File: config.mk
export PLATFORM = sky130hd
export DESIGN_NAME = uart_tx_arbiter
export DESIGN_NICKNAME = d
export VERILOG_FILES = /design/src/rtl/uart_tx_arbiter.sv
export SDC_FILE = /design/constraint.sdc
export NUM_CORES = 1
export LEC_CHECK = 0
export CAP_MARGIN = 30
export CORE_MARGIN = 1.5
export CORE_UTILIZATION = 35
export CTS_BUF_LIST = sky130_fd_sc_hd__clkbuf_4 sky130_fd_sc_hd__clkbuf_8
export DETAILED_ROUTE_END_ITERATION = 10
export PLACE_DENSITY_LB_ADDON = 0.15
export SLEW_MARGIN = 15
export SYNTH_ARGS = -nofsm -noshare
export SYNTH_HDL_FRONTEND = slang
export SYNTH_SLANG_ARGS = --single-unit
File: constraint.sdc
create_clock -name i_clk -period 3.9 [get_ports i_clk]
set_clock_uncertainty 0.05 [all_clocks]
set_input_delay 0.78 -clock i_clk [delete_from_list [all_inputs] [get_ports i_clk]]
set_output_delay 0.78 -clock i_clk [all_outputs]
set_load 0.1 [all_outputs]
File: src/rtl/uart_tx_arbiter.sv
// uart_tx_arbiter: round-robin arbiter/sequencer sharing one UART_TX among NUM_REQ word producers.
// Optional TX_BUSY-rise timeout is built only when UART_ARB_TIMEOUT_EN is defined.
module uart_tx_arbiter #(
  parameter int DATA_WIDTH  = 8,
  parameter int NUM_REQ     = 4,
  parameter int TIMEOUT_CYC = 16
) (
  input  logic                          i_clk,
  input  logic                          i_rst,
  input  logic [NUM_REQ-1:0]            i_req_valid,
  input  logic [NUM_REQ*DATA_WIDTH-1:0] i_req_data,
  output logic [NUM_REQ-1:0]            o_req_ready,
  input  logic                          i_tx_busy,
  output logic [DATA_WIDTH-1:0]         o_tx_p_data,
  output logic                          o_tx_data_valid,
  output logic [$clog2(NUM_REQ)-1:0]    o_grant_id,
  output logic                          o_active,
  output logic [15:0]                   o_frame_cnt,
  output logic                          o_tx_err
);

  localparam int IDW = $clog2(NUM_REQ);

  typedef enum logic [1:0] {
    S_IDLE      = 2'd0,
    S_LAUNCH    = 2'd1,
    S_WAIT_BUSY = 2'd2,
    S_WAIT_DONE = 2'd3
  } state_t;

  state_t                r_state;
  state_t                w_state_next;
  logic [IDW-1:0]        r_rr_ptr;
  logic [IDW-1:0]        w_sel_idx;
  logic [IDW-1:0]        w_ptr_next;
  logic [IDW:0]          w_cand_raw;
  logic [IDW:0]          w_cand;
  logic                  w_hit;
  logic                  w_sel_found;
  logic                  w_grant;
  logic                  w_frame_done;
  logic                  w_timeout;
  logic [DATA_WIDTH-1:0] r_tx_p_data;
  logic                  r_tx_data_valid;
  logic [IDW-1:0]        r_grant_id;
  logic [15:0]           r_frame_cnt;
  logic                  r_tx_err;

  // Round-robin search: the first valid requester at or after r_rr_ptr, wrapping modulo NUM_REQ.
  always_comb begin
    w_sel_found = 1'b0;
    w_sel_idx   = '0;
    w_cand_raw  = '0;
    w_cand      = '0;
    w_hit       = 1'b0;
    for (int k = 0; k < NUM_REQ; k++) begin
      w_cand_raw  = {1'b0, r_rr_ptr} + (IDW+1)'(k);
      w_cand      = (w_cand_raw >= (IDW+1)'(NUM_REQ)) ? (w_cand_raw - (IDW+1)'(NUM_REQ)) : w_cand_raw;
      w_hit       = !w_sel_found && i_req_valid[w_cand[IDW-1:0]];
      w_sel_idx   = w_hit ? w_cand[IDW-1:0] : w_sel_idx;
      w_sel_found = w_sel_found | w_hit;
    end
  end

  assign w_grant      = (r_state == S_IDLE) && !i_rst && !i_tx_busy && w_sel_found;
  assign w_ptr_next   = (w_sel_idx == IDW'(NUM_REQ-1)) ? '0 : (w_sel_idx + IDW'(1));
  assign w_frame_done = (r_state == S_WAIT_DONE) && !i_tx_busy;

`ifdef UART_ARB_TIMEOUT_EN
  localparam int TOW = $clog2(TIMEOUT_CYC + 1);

  logic [TOW-1:0] r_to_cnt;

  // Cycles spent in WAIT_BUSY; zero on every entry because it clears in all other states.
  always_ff @(posedge i_clk) begin
    if (i_rst) begin
      r_to_cnt <= '0;
    end else if (r_state == S_WAIT_BUSY) begin
      r_to_cnt <= r_to_cnt + TOW'(1);
    end else begin
      r_to_cnt <= '0;
    end
  end

  assign w_timeout = (r_state == S_WAIT_BUSY) && !i_tx_busy && (r_to_cnt == TOW'(TIMEOUT_CYC - 1));
`else
  assign w_timeout = 1'b0;
`endif

  // State register.
  always_ff @(posedge i_clk) begin
    if (i_rst) begin
      r_state <= S_IDLE;
    end else begin
      r_state <= w_state_next;
    end
  end

  // Next-state logic; Busy rising wins over a coincident timeout.
  always_comb begin
    w_state_next = r_state;
    case (r_state)
      S_IDLE: begin
        if (w_grant) begin
          w_state_next = S_LAUNCH;
        end else begin
          w_state_next = S_IDLE;
        end
      end
      S_LAUNCH: begin
        w_state_next = S_WAIT_BUSY;
      end
      S_WAIT_BUSY: begin
        if (i_tx_busy) begin
          w_state_next = S_WAIT_DONE;
        end else if (w_timeout) begin
          w_state_next = S_IDLE;
        end else begin
          w_state_next = S_WAIT_BUSY;
        end
      end
      S_WAIT_DONE: begin
        if (!i_tx_busy) begin
          w_state_next = S_IDLE;
        end else begin
          w_state_next = S_WAIT_DONE;
        end
      end
      default: begin
        w_state_next = S_IDLE;
      end
    endcase
  end

  // Frame datapath: P_DATA and GRANT_ID hold from one accept to the next.
  always_ff @(posedge i_clk) begin
    if (i_rst) begin
      r_rr_ptr        <= '0;
      r_tx_p_data     <= '0;
      r_tx_data_valid <= 1'b0;
      r_grant_id      <= '0;
      r_frame_cnt     <= 16'd0;
      r_tx_err        <= 1'b0;
    end else begin
      if (w_grant) begin
        r_tx_p_data <= i_req_data[w_sel_idx*DATA_WIDTH +: DATA_WIDTH];
        r_grant_id  <= w_sel_idx;
        r_rr_ptr    <= w_ptr_next;
      end else begin
        r_tx_p_data <= r_tx_p_data;
        r_grant_id  <= r_grant_id;
        r_rr_ptr    <= r_rr_ptr;
      end
      if (w_frame_done) begin
        r_frame_cnt <= r_frame_cnt + 16'd1;
      end else begin
        r_frame_cnt <= r_frame_cnt;
      end
      r_tx_data_valid <= w_grant;
      r_tx_err        <= w_timeout;
    end
  end

  // Output logic: ready is a combinational one-hot offered only in IDLE with the transmitter free.
  always_comb begin
    o_req_ready     = '0;
    o_active        = (r_state != S_IDLE);
    o_tx_p_data     = r_tx_p_data;
    o_tx_data_valid = r_tx_data_valid;
    o_grant_id      = r_grant_id;
    o_frame_cnt     = r_frame_cnt;
    o_tx_err        = r_tx_err;
    if (w_grant) begin
      o_req_ready = NUM_REQ'(1) << w_sel_idx;
    end else begin
      o_req_ready = '0;
    end
  end

endmodule

=== After elaboration in Yosys (flattened, before gate mapping) ===
Index checks and enable logic that the tools add are counted.

* Add/sub/neg operators: 9
* Magnitude comparators: 8
* Equal/unequal tests: 4
* Shifts and indexed selects: 2
* Multiplexer cells: 22
* Bitwise gates (word level): 3
* Reduce and logical (&&, ||, !) cells: 14

{| class="wikitable"
|+ Operators by type and width
! cell !! number
|-
| 32-bit by 6-bit variable part select with 8-bit output || 1
|-
| 2-bit 2-to-1 mux || 10
|-
| 16-bit by 1-bit adder with 16-bit output, second input constant || 1
|-
| 2-bit by 3-bit less-than comparator with 1-bit output, second input constant || 4
|-
| 3-bit >= comparator, second input constant || 3
|-
| 1-bit binary-select mux with 2-bit select || 4
|-
| 2-bit case mux with 4 select lines || 1
|-
| 2-bit by 1-bit subtractor with 2-bit output, second input constant || 4
|-
| 1-bit logical AND || 7
|-
| 2-bit by 2-bit adder with 3-bit output, second input constant || 2
|-
| 2-bit == test, second input constant || 3
|-
| 1-bit 2-to-1 mux || 6
|-
| 1-bit zero test || 5
|-
| 4-bit 2-to-1 mux || 1
|-
| 1-bit by 2-bit << shifter with 4-bit output, first input constant || 1
|-
| 2-bit by 1-bit adder with 3-bit output, second input constant || 1
|-
| 2-bit by 3-bit >= comparator with 1-bit output, second input constant || 1
|-
| 1-bit OR || 3
|-
| 2-bit by 1-bit adder with 2-bit output, second input constant || 1
|-
| 2-bit by 1-bit == test with 1-bit output, second input constant || 1
|-
| 2-bit zero test || 1
|-
| 2-bit nonzero test || 1
|}

* Register bits: 31
* Output and inout bits: 33
* Logic and storage cells: 68

=== Depth between registers and ports, before layout ===
Gate-level depths: netlist (run 1).

* Word-level depth: 16
* Mapped depth: 8
* Gate-level depth less buffers: 7

=== Worst setup path before layout (run 1) ===
OpenSTA, ideal clock, no wires.

* Kind: input to output
* Start point: input i_tx_busy
* End point: output o_req_ready[2]
* Data arrival time: 3.614 ns
* Required time: 3.070 ns
* Slack: -0.544 ns
* Stages: 6
* Path buffers: 1
* Cell sequence: nor4_1 o41ai_2 inv_2 nand2b_1 buf_2 nor3_1

* Word-level cells in the longest chain between the ends: 4

{| class="wikitable"
|+ RTL lines
! item !! RTL line !! text
|-
| start, declared || 13 || <nowiki>input logic i_tx_busy,</nowiki>
|-
| 1-bit zero test || - ||
|-
| 1-bit logical AND (2 in a row) || 65 || <nowiki>assign w_grant = (r_state == S_IDLE) && !i_rst && !i_tx_busy && w_sel_found;</nowiki>
|-
| 4-bit 2-to-1 mux || 173 || <nowiki>if (w_grant) begin</nowiki>
|-
| end, declared || 12 || <nowiki>output logic [NUM_REQ-1:0] o_req_ready,</nowiki>
|}

No other way between the ends.

=== Worst setup path after layout (run 1) ===
* Start point: input i_req_valid[0]
* End point: output o_req_ready[2]

* Word-level cells in the longest chain between the ends: 13
* Elaborated cells on any way between the ends: 24
* Those cells by class: shift: 1; mux: 13; bitwise: 3; reduce/logical: 7

{| class="wikitable"
|+ RTL lines
! item !! RTL line !! text
|-
| start, declared || 10 || <nowiki>input logic [NUM_REQ-1:0] i_req_valid,</nowiki>
|-
| 1-bit binary-select mux with 2-bit select || 59 || <nowiki>w_hit = !w_sel_found && i_req_valid[w_cand[IDW-1:0]];</nowiki>
|-
| 1-bit 2-to-1 mux (implied by the code) || 59 ||
|-
| 1-bit zero test || 59 ||
|-
| 1-bit logical AND || 59 ||
|-
| 1-bit OR || 61 || <nowiki>w_sel_found = w_sel_found | w_hit;</nowiki>
|-
| 1-bit zero test || 59 ||
|-
| 1-bit logical AND || 59 ||
|-
| 1-bit OR || 61 ||
|-
| 1-bit zero test || 59 ||
|-
| 1-bit logical AND || 59 ||
|-
| 2-bit 2-to-1 mux or 1-bit OR (tied branches) || 60, 61 ||
|-
| 1-bit by 2-bit << shifter with 4-bit output or 1-bit logical AND (tied branches) || 174, 65 ||
|-
| 4-bit 2-to-1 mux * || 173 ||
|}

Every way passes the cells marked *; elsewhere a longest branch is shown, timed or not. The select of a mux whose other input is x is not followed.

==> summary.md, run 1 <==
| Metric | Value |
|---|---|
| Status | complete, no violations |
| Average detailed-routed wire length per instance | 13.0 um |
| Count of endpoints failing setup in the final report | 0 |
| DP Wirelength | 2.89 mm |
| Number of design rule violations left after detail routing | 0 |
| Antenna violations before repair | 0 |
| Total negative slack | 0 ps |
| Worst Hold Class | reg2reg |
| Total count of max-transition violations in the final report | 0 |
| GP Congestion | 0.714 |
| I/O pin cnt | 72 |
| Area of the die | 4920 um2 |
| Kind of launch point of the worst setup path | primary input |
| Max-Cap Viols | 0 |
| RSZ-0062 raised after global routing | false |
| Number of placed cells counting well taps | 289 |
| Synth top area share | 39.4% |
| Via count of the first global-routing pass | 1379 |
| Area inside the core boundary | 4350 um2 |
| Max Clock Freq | 0.290 GHz |
| Slew Limit Headroom | 31.5% |
| Fin. Hold Viols | 0 |
| Worst setup path class | in2out |
| Worst Path Arrival | 2610 ps |
| Per-cell via count in the routed design | 4.90 |
| Fill cell instance count of the final layout | 379 |
| Yosys reg bits | 31 |
| Global route hottest layer | met2 |
| Post-Syn Area per Cell | 9.11 um2 |
| Power per standard cell area | 363 nW/um2 |
| Syn Nets | 214 |
| Die Wd | 70.1 um |
| Count of inserted antenna diode cells | 0 |
| Fraction of the core area covered by cells at the end of the flow | 56.8% |
| Global-route congestion overflow total | 0 |
| Number of nets at the end of the flow | 285 |
| H-Tree Level Count | 2 |
| Maximum number of pins on one net before global-route repair | 31 |
| Leakage Power | 0.926 nW |
| Number of nets with antenna violations after detailed routing | 0 |
| Number of instances in the synthesized netlist | 173 |
| Number of post-CTS setup repair buffers | 0 |
| Multi-input logic area | 893 um2 |
| Clock tree from TritonCTS | done |
| Share of flip-flops with an asynchronous set or reset | 0% |
| Total wire length after detailed routing | 3.87 mm |
| Number of buffers added by the clock tree synthesis step | 5 |
| Crit. End Element | primary output |
| Peak supply drop | 0.000245 V |
| Largest area contributor in the netlist | sky130_fd_sc_hd__dfxtp_1 |
| Pre-CTS setup slack | 436 ps |
| Area used by sequential logic in the layout | 621 um2 |
| Post-cts gate resize count | 0 |
| Final worst path period share | 88.3% |
| Total power | 898 uW |
| Final critical-path setup slack | 455 ps |
| Wire length of the first global-routing pass | 6.51 mm |
| Worst-case clock buffer depth | 2 |
| DRT Pass-1 Iters | 4 |
| Top cells by area, synth | sky130_fd_sc_hd__dfxtp_1, sky130_fd_sc_hd__mux2i_1, sky130_fd_sc_hd__xor2_1 |
| Sequential share of the synthesized area | 39.4% |
| DR vias | 1454 |
| M1 GR Usage | 20.1% |
| Initial standard-cell utilization of the core | 36.2% |
| Worst-path maximum fanout | 10 |
| Sinks on the clock net | 31 |
| Clk_lat worst skew | 280 ps |
| Met2 usage in global routing | 27.5% |
| Total routing usage reported by global routing | 16.6% |
| Post-synth top flop | sky130_fd_sc_hd__dfxtp_1 |
| Final Non-Filler Cells | 297 |
| Root buf cell | sky130_fd_sc_hd__clkbuf_8 |
| Critical path data required time | 3070 ps |
| Count of synthesis-stage warnings from yosys | 0 |
| Ratio of cells with drive above 1 in the final layout | 11.0% |
| Count of port buffers added during placement | 70 |
| Actual transition at the worst max-transition pin | 1020 ps |
| Number of buffers inserted for hold repair after clock tree synthesis | 0 |
| Die span in y | 70.1 um |
| Cell area after technology mapping | 1580 um2 |
| Met3 GRT Util | 5.63% |
| EDFF count, synth | 0 |
| Detailed Route Iter0 Violations | 45 |
| Num rows | 24 |
| Area Growth Syn to Fin | 56.8% |
| Clock transition at the registers of the reported paths | 70 ps |
| Minimum period implied by the final worst setup slack | 3440 ps |
| Number of unique standard cell types used by synthesis | 39 |
## report_power, final
group          switching [mW]  leakage [nW]  internal [mW]
clock network           0.124        0.0505          0.160
registers             0.00912         0.252          0.333
logic                   0.175         0.623         0.0970
total                   0.308         0.926          0.590
## path summary, 6_finish.rpt
| check | from | endpoint | slack (ps) | depth (start not counted) |
|---|---|---|---|---|
| max | i_req_valid[0] | o_req_ready[2] | 460 | 7 |
| min | o_grant_id[0] | o_grant_id[0] | 410 | 2 |
| max reg2reg | r_rr_ptr[1] | o_tx_p_data[4] | 2190 | 6 |
| min reg2reg | o_grant_id[0] | o_grant_id[0] | 410 | 2 |
## layer usage
layer / share of wire (%) / vias up / wire, um
li1: - / 753 / -
met4: 1.5 / 0 / 57
met3: 6.3 / 6 / 243
met5: 0 / - / 0
met2: 47 / 36 / 1840
met1: 45 / 659 / 1740
## metrics by stage
step	instance area, um2	hold slack, ps
floorplan	1580	415
global placement	2370	392
detailed placement	2370	400
CTS	2470	410
global route	2470	424
finish	2470	407
## cell type report
type | instances | area share, %
inverters | 3 | 0.455
well taps | 52 | 2.63
flip-flops and latches | 31 | 25.1
repair buffers | 75 | 31.5
multi-input cells | 128 | 36.1
clock inverters | 1 | 0.304
clock buffers | 7 | 3.90
## worst max-delay path: stages
cell                              delay [ps]
sky130_fd_sc_hd__clkdlybuf4s50_1         530
sky130_fd_sc_hd__nor2b_1                 190
sky130_fd_sc_hd__o21bai_1                110
sky130_fd_sc_hd__and3b_1                 210
sky130_fd_sc_hd__nand2b_1                330
sky130_fd_sc_hd__nor3_2                  260
sky130_fd_sc_hd__buf_12                  210
## cells in the final DEF (no fill, tap or decap), types with 2 or more instances in the layout
cell type and instances:
sky130_fd_sc_hd__xnor2_1 3, sky130_fd_sc_hd__clkbuf_8 7, sky130_fd_sc_hd__xor2_1 10, sky130_fd_sc_hd__dfxtp_1 31, sky130_fd_sc_hd__nor2b_1 4, sky130_fd_sc_hd__nand3b_1 8
sky130_fd_sc_hd__o21ai_0 2, sky130_fd_sc_hd__o221ai_1 8, sky130_fd_sc_hd__nand3_1 4, sky130_fd_sc_hd__nor3_1 3, sky130_fd_sc_hd__inv_1 2, sky130_fd_sc_hd__buf_12 4
sky130_fd_sc_hd__nand4_1 3, sky130_fd_sc_hd__mux2i_1 17, sky130_fd_sc_hd__nand2_1 17, sky130_fd_sc_hd__buf_4 5, sky130_fd_sc_hd__clkdlybuf4s50_1 66, sky130_fd_sc_hd__a21oi_1 5
sky130_fd_sc_hd__ha_1 2, sky130_fd_sc_hd__nor2_1 20, sky130_fd_sc_hd__and3b_1 2
## registers in the layout (all words and copies together) (netlist names)
name,count
r_state,2
o_frame_cnt,16
o_tx_data_valid,1
o_grant_id,2
r_rr_ptr,2
o_tx_p_data,8
## cells by family after synthesis
| logic type | after synthesis | synth area share (%) |
|---|---|---|
| muxes | 17 | 10.8 |
| xor gates and xnor gates | 13 | 7.22 |
| and+or+nand+nor | 73 | 25.6 |
| adders and majority gates | 2 | 1.59 |
| DFF | 31 | 39.4 |
| buffers and inverters | 14 | 4.44 |
| other | 1 | 0.238 |
| AOI/OAI and AO/OA | 22 | 10.7 |
## cell usage after synthesis (all sizes together) (2+ instances only)
library cell / n
dfxtp: 31
inv: 3
xor2: 10
buf: 8
xnor2: 3
nand2: 17
nor2: 21
ha: 2
nand3: 5
and3b: 2
o21ai: 3
nor4: 2
clkbuf: 3
nand3b: 8
o221ai: 8
nand4: 4
a21oi: 6
nor2b: 4
nor3: 4
mux2i: 17
(Power assumes the default switching activity.)
==> run 2: changes to the inputs <==
--- a/config.mk
+++ b/config.mk
@@ -11,7 +11,7 @@
 export CTS_BUF_LIST = sky130_fd_sc_hd__clkbuf_4 sky130_fd_sc_hd__clkbuf_8
 export DETAILED_ROUTE_END_ITERATION = 10
 export PLACE_DENSITY_LB_ADDON = 0.15
-export SLEW_MARGIN = 15
+export SLEW_MARGIN = 40
 export SYNTH_ARGS = -nofsm -noshare
 export SYNTH_HDL_FRONTEND = slang
 export SYNTH_SLANG_ARGS = --single-unit
==> constraint.sdc (replaced) <==
create_clock -name i_clk -period 4.2 [get_ports i_clk]
set_clock_uncertainty 0.05 [all_clocks]
set_input_delay 0.84 -clock i_clk [delete_from_list [all_inputs] [get_ports i_clk]]
set_output_delay 0.84 -clock i_clk [all_outputs]
set_load 0.1 [all_outputs]
==> run 2 against run 1 <==
  * Global-route usage is 0.43 points lower
  * Combinational power decreased by 12%
  * Worst hold slack got worse by 3.9 ps
  * Non-clock buffer count shrank 1
  * Wire length down 0.75%
  * Core utilization shrank 3.4 points
  * Critical path depth is 1 higher
  * Final area shrank 6.0%
  * Via count rose by 1.1%
  * Largest cell class unchanged
==> summary.md, run 2 (synthesis results as in run 1) <==
| Metric | Value |
|---|---|
| Status | complete, no violations (unchanged) |
| I/O pin cnt | 72 (unchanged) |
| Final worst path period share | 85.3% |
| Leading cell type in the layout, fill and taps excluded | sky130_fd_sc_hd__clkdlybuf4s50_1 (unchanged) |
| Power dissipated by switching net loads | 276 uW (was 308 uW) |
| Fraction of power consumed by sequential logic | 38.7% (was 38.1%) |
| DR vias | 1470 (was 1454) |
| Final critical-path setup slack | 616 ps (was 455 ps) |
| Die Wd | 70.1 um (unchanged) |
| Power per standard cell area | 352 nW/um2 (was 363 nW/um2) |
| Average detailed-routed wire length per instance | 13.0 um (about the same) |
| Num rows | 24 (unchanged) |
| Number of placed cells counting well taps | 288 (was 289) |
| Per-cell via count in the routed design | 4.97 (was 4.90) |
| Wire length of the first global-routing pass | 6.27 mm (was 6.51 mm) |
| Minimum period implied by the final worst setup slack | 3580 ps |
| Max-Cap Viols | 0 (unchanged) |
| Number of buffers added by the clock tree synthesis step | 5 (unchanged) |
| Root buf cell | sky130_fd_sc_hd__clkbuf_8 (unchanged) |
| Total count of max-transition violations in the final report | 0 (unchanged) |
| Post-cts gate resize count | 0 (unchanged) |
| Detailed Route Iter0 Violations | 66 (was 45) |
| Power share of the clock group | 32.0% (was 31.7%) |
| Count of port buffers added during placement | 70 (unchanged) |
| Worst Hold Class | reg2reg (unchanged) |
| Ratio of cells with drive above 1 in the final layout | 22.1% (was 11.0%) |
| Kind of launch point of the worst setup path | primary input (unchanged) |
| Ordered cell list for the critical path | clkdlybuf4s50_1 > nor2b_1 > a211oi_1 > nor2_2 > buf_4 > ha_1 > and2_1 > buf_12 (was clkdlybuf4s50_1 > nor2b_1 > o21bai_1 > and3b_1 > nand2b_1 > nor3_2 > buf_12) |
| Area Growth Syn to Fin | 47.5% (was 56.8%) |
| Leakage Power | 0.981 nW (was 0.926 nW) |
| Sinks on the clock net | 31 (unchanged) |
| Kind of cell adding the most delay to the critical path | buffers and inverters (was simple AND/OR/NAND/NOR gates) |
| Worst setup path class | in2out (unchanged) |
| Part of the total power dissipated in combinational logic | 29.3% (was 30.3%) |
| Fraction of power spent switching nets | 33.8% (was 34.3%) |
| Total wire length after detailed routing | 3.85 mm (was 3.87 mm) |
| Number of buffers inserted for hold repair after clock tree synthesis | 0 (unchanged) |
| Clock transition at the registers of the reported paths | 60 ps (was 70 ps) |
| Clock tree from TritonCTS | done (unchanged) |
| Antenna violations before repair | 0 (unchanged) |
| Worst-case clock buffer depth | 2 (unchanged) |
| Critical path data required time | 3310 ps (was 3070 ps) |
| Maximum number of pins on one net before global-route repair | 31 (unchanged) |
| Global-route congestion overflow total | 0 (unchanged) |
| DRT Pass-1 Iters | 4 (unchanged) |
| Number of post-CTS setup repair buffers | 0 (unchanged) |
| Total routing usage reported by global routing | 16.2% (was 16.6%) |
| Fin. Hold Viols | 0 (unchanged) |
| DP Wirelength | 2.86 mm (was 2.89 mm) |
| Clk_lat worst skew | 280 ps (about the same) |
| H-Tree Level Count | 2 (unchanged) |
| Number of nets with antenna violations after detailed routing | 0 (unchanged) |
| Die span in y | 70.1 um (unchanged) |
| Cell with the biggest individual delay on the critical path | sky130_fd_sc_hd__clkdlybuf4s50_1 (unchanged) |
| Worst-path maximum fanout | 8 (was 10) |
| Most frequent cells in the layout | sky130_fd_sc_hd__clkdlybuf4s50_1, sky130_fd_sc_hd__dfxtp_1, sky130_fd_sc_hd__buf_2 (was sky130_fd_sc_hd__clkdlybuf4s50_1, sky130_fd_sc_hd__dfxtp_1, sky130_fd_sc_hd__nor2_1) |
| Total negative slack | 0 ps (unchanged) |
| Worst Path Arrival | 2690 ps (was 2610 ps) |
| Count of endpoints failing setup in the final report | 0 (unchanged) |
| Post-route worst hold slack | 403 ps (was 407 ps) |
| Initial standard-cell utilization of the core | 36.2% (unchanged) |
| GP Congestion | 0.713 (was 0.714) |
| Count of inserted antenna diode cells | 0 (unchanged) |
| Maximum single-stage delay on the critical path | 550 ps (was 530 ps) |
| RSZ-0062 raised after global routing | false (unchanged) |
| Buffer and inverter count on the worst path | 3 (was 2) |
| Crit. End Element | primary output (unchanged) |
| Max Clock Freq | 0.279 GHz |
| Pre-CTS setup slack | 617 ps (was 436 ps) |
| Internal Dissipation | 542 uW (was 590 uW) |
| Peak supply drop | 0.000178 V (was 0.000245 V) |
| Via count of the first global-routing pass | 1307 (was 1379) |
| Area inside the core boundary | 4350 um2 (unchanged) |
| Area of the die | 4920 um2 (unchanged) |
| Number of design rule violations left after detail routing | 0 (unchanged) |
| Number of flip-flops under the largest register name | 16 (unchanged) |
| Final Non-Filler Cells | 296 (was 297) |
| Number of nets at the end of the flow | 284 (was 285) |
-- run 2: tightest hold or removal path, cell delays in order (launching register included) --
cell and delay (ps):
sky130_fd_sc_hd__dfxtp_1 310, sky130_fd_sc_hd__nand2_1 50, sky130_fd_sc_hd__a21oi_1 50
-- run 2: final cells by class --
class / instances / area, um2
clock buffer: 8 / 104
inverter: 3 / 11.3
tap: 52 / 65.1
multi-input combinational: 128 / 893
timing repair buffer: 74 / 631
sequential: 31 / 621
fill: 427 / 2030
-- run 2: worst paths after layout --
kind / from / end / slack [ps] / cells after the start
min reg2reg: o_grant_id[1] / o_grant_id[1] / 400 / 2
min: o_grant_id[1] / o_grant_id[1] / 400 / 2
max reg2reg: r_rr_ptr[1] / r_rr_ptr[0] / 2350 / 8
max: i_req_valid[1] / o_req_ready[3] / 620 / 8
-- run 2: stage by stage --
stage	total power [mW]	util [%]	area, um2
finish	0.819	53.4	2320
global route	0.856	53.4	2320
CTS	0.830	53.4	2320
detailed placement	0.565	51.0	2220
global placement	0.577	54.2	2360
floorplan	0.493	-	1580
-- run 2: power groups by stage --
| stage | registers [mW] | clock network [mW] | logic [mW] |
|---|---|---|---|
| 2_1_floorplan | 0.406 | 0 | 0.0873 |
| 3_3_place_gp | 0.323 | 0 | 0.254 |
| 3_5_place_dp | 0.323 | 0 | 0.241 |
| 4_1_cts | 0.317 | 0.272 | 0.242 |
| 5_1_grt | 0.319 | 0.286 | 0.252 |
| 6_report | 0.317 | 0.262 | 0.240 |
-- run 2: layer usage --
metal  global-route usage (%)  share of wire (%)  vias up
met5                        0                  0        -
met4                     5.13               0.75        0
met3                     5.34                5.4        4
met2                     26.1                 47       40
met1                     20.4                 46      676
li1                         -                  -      750
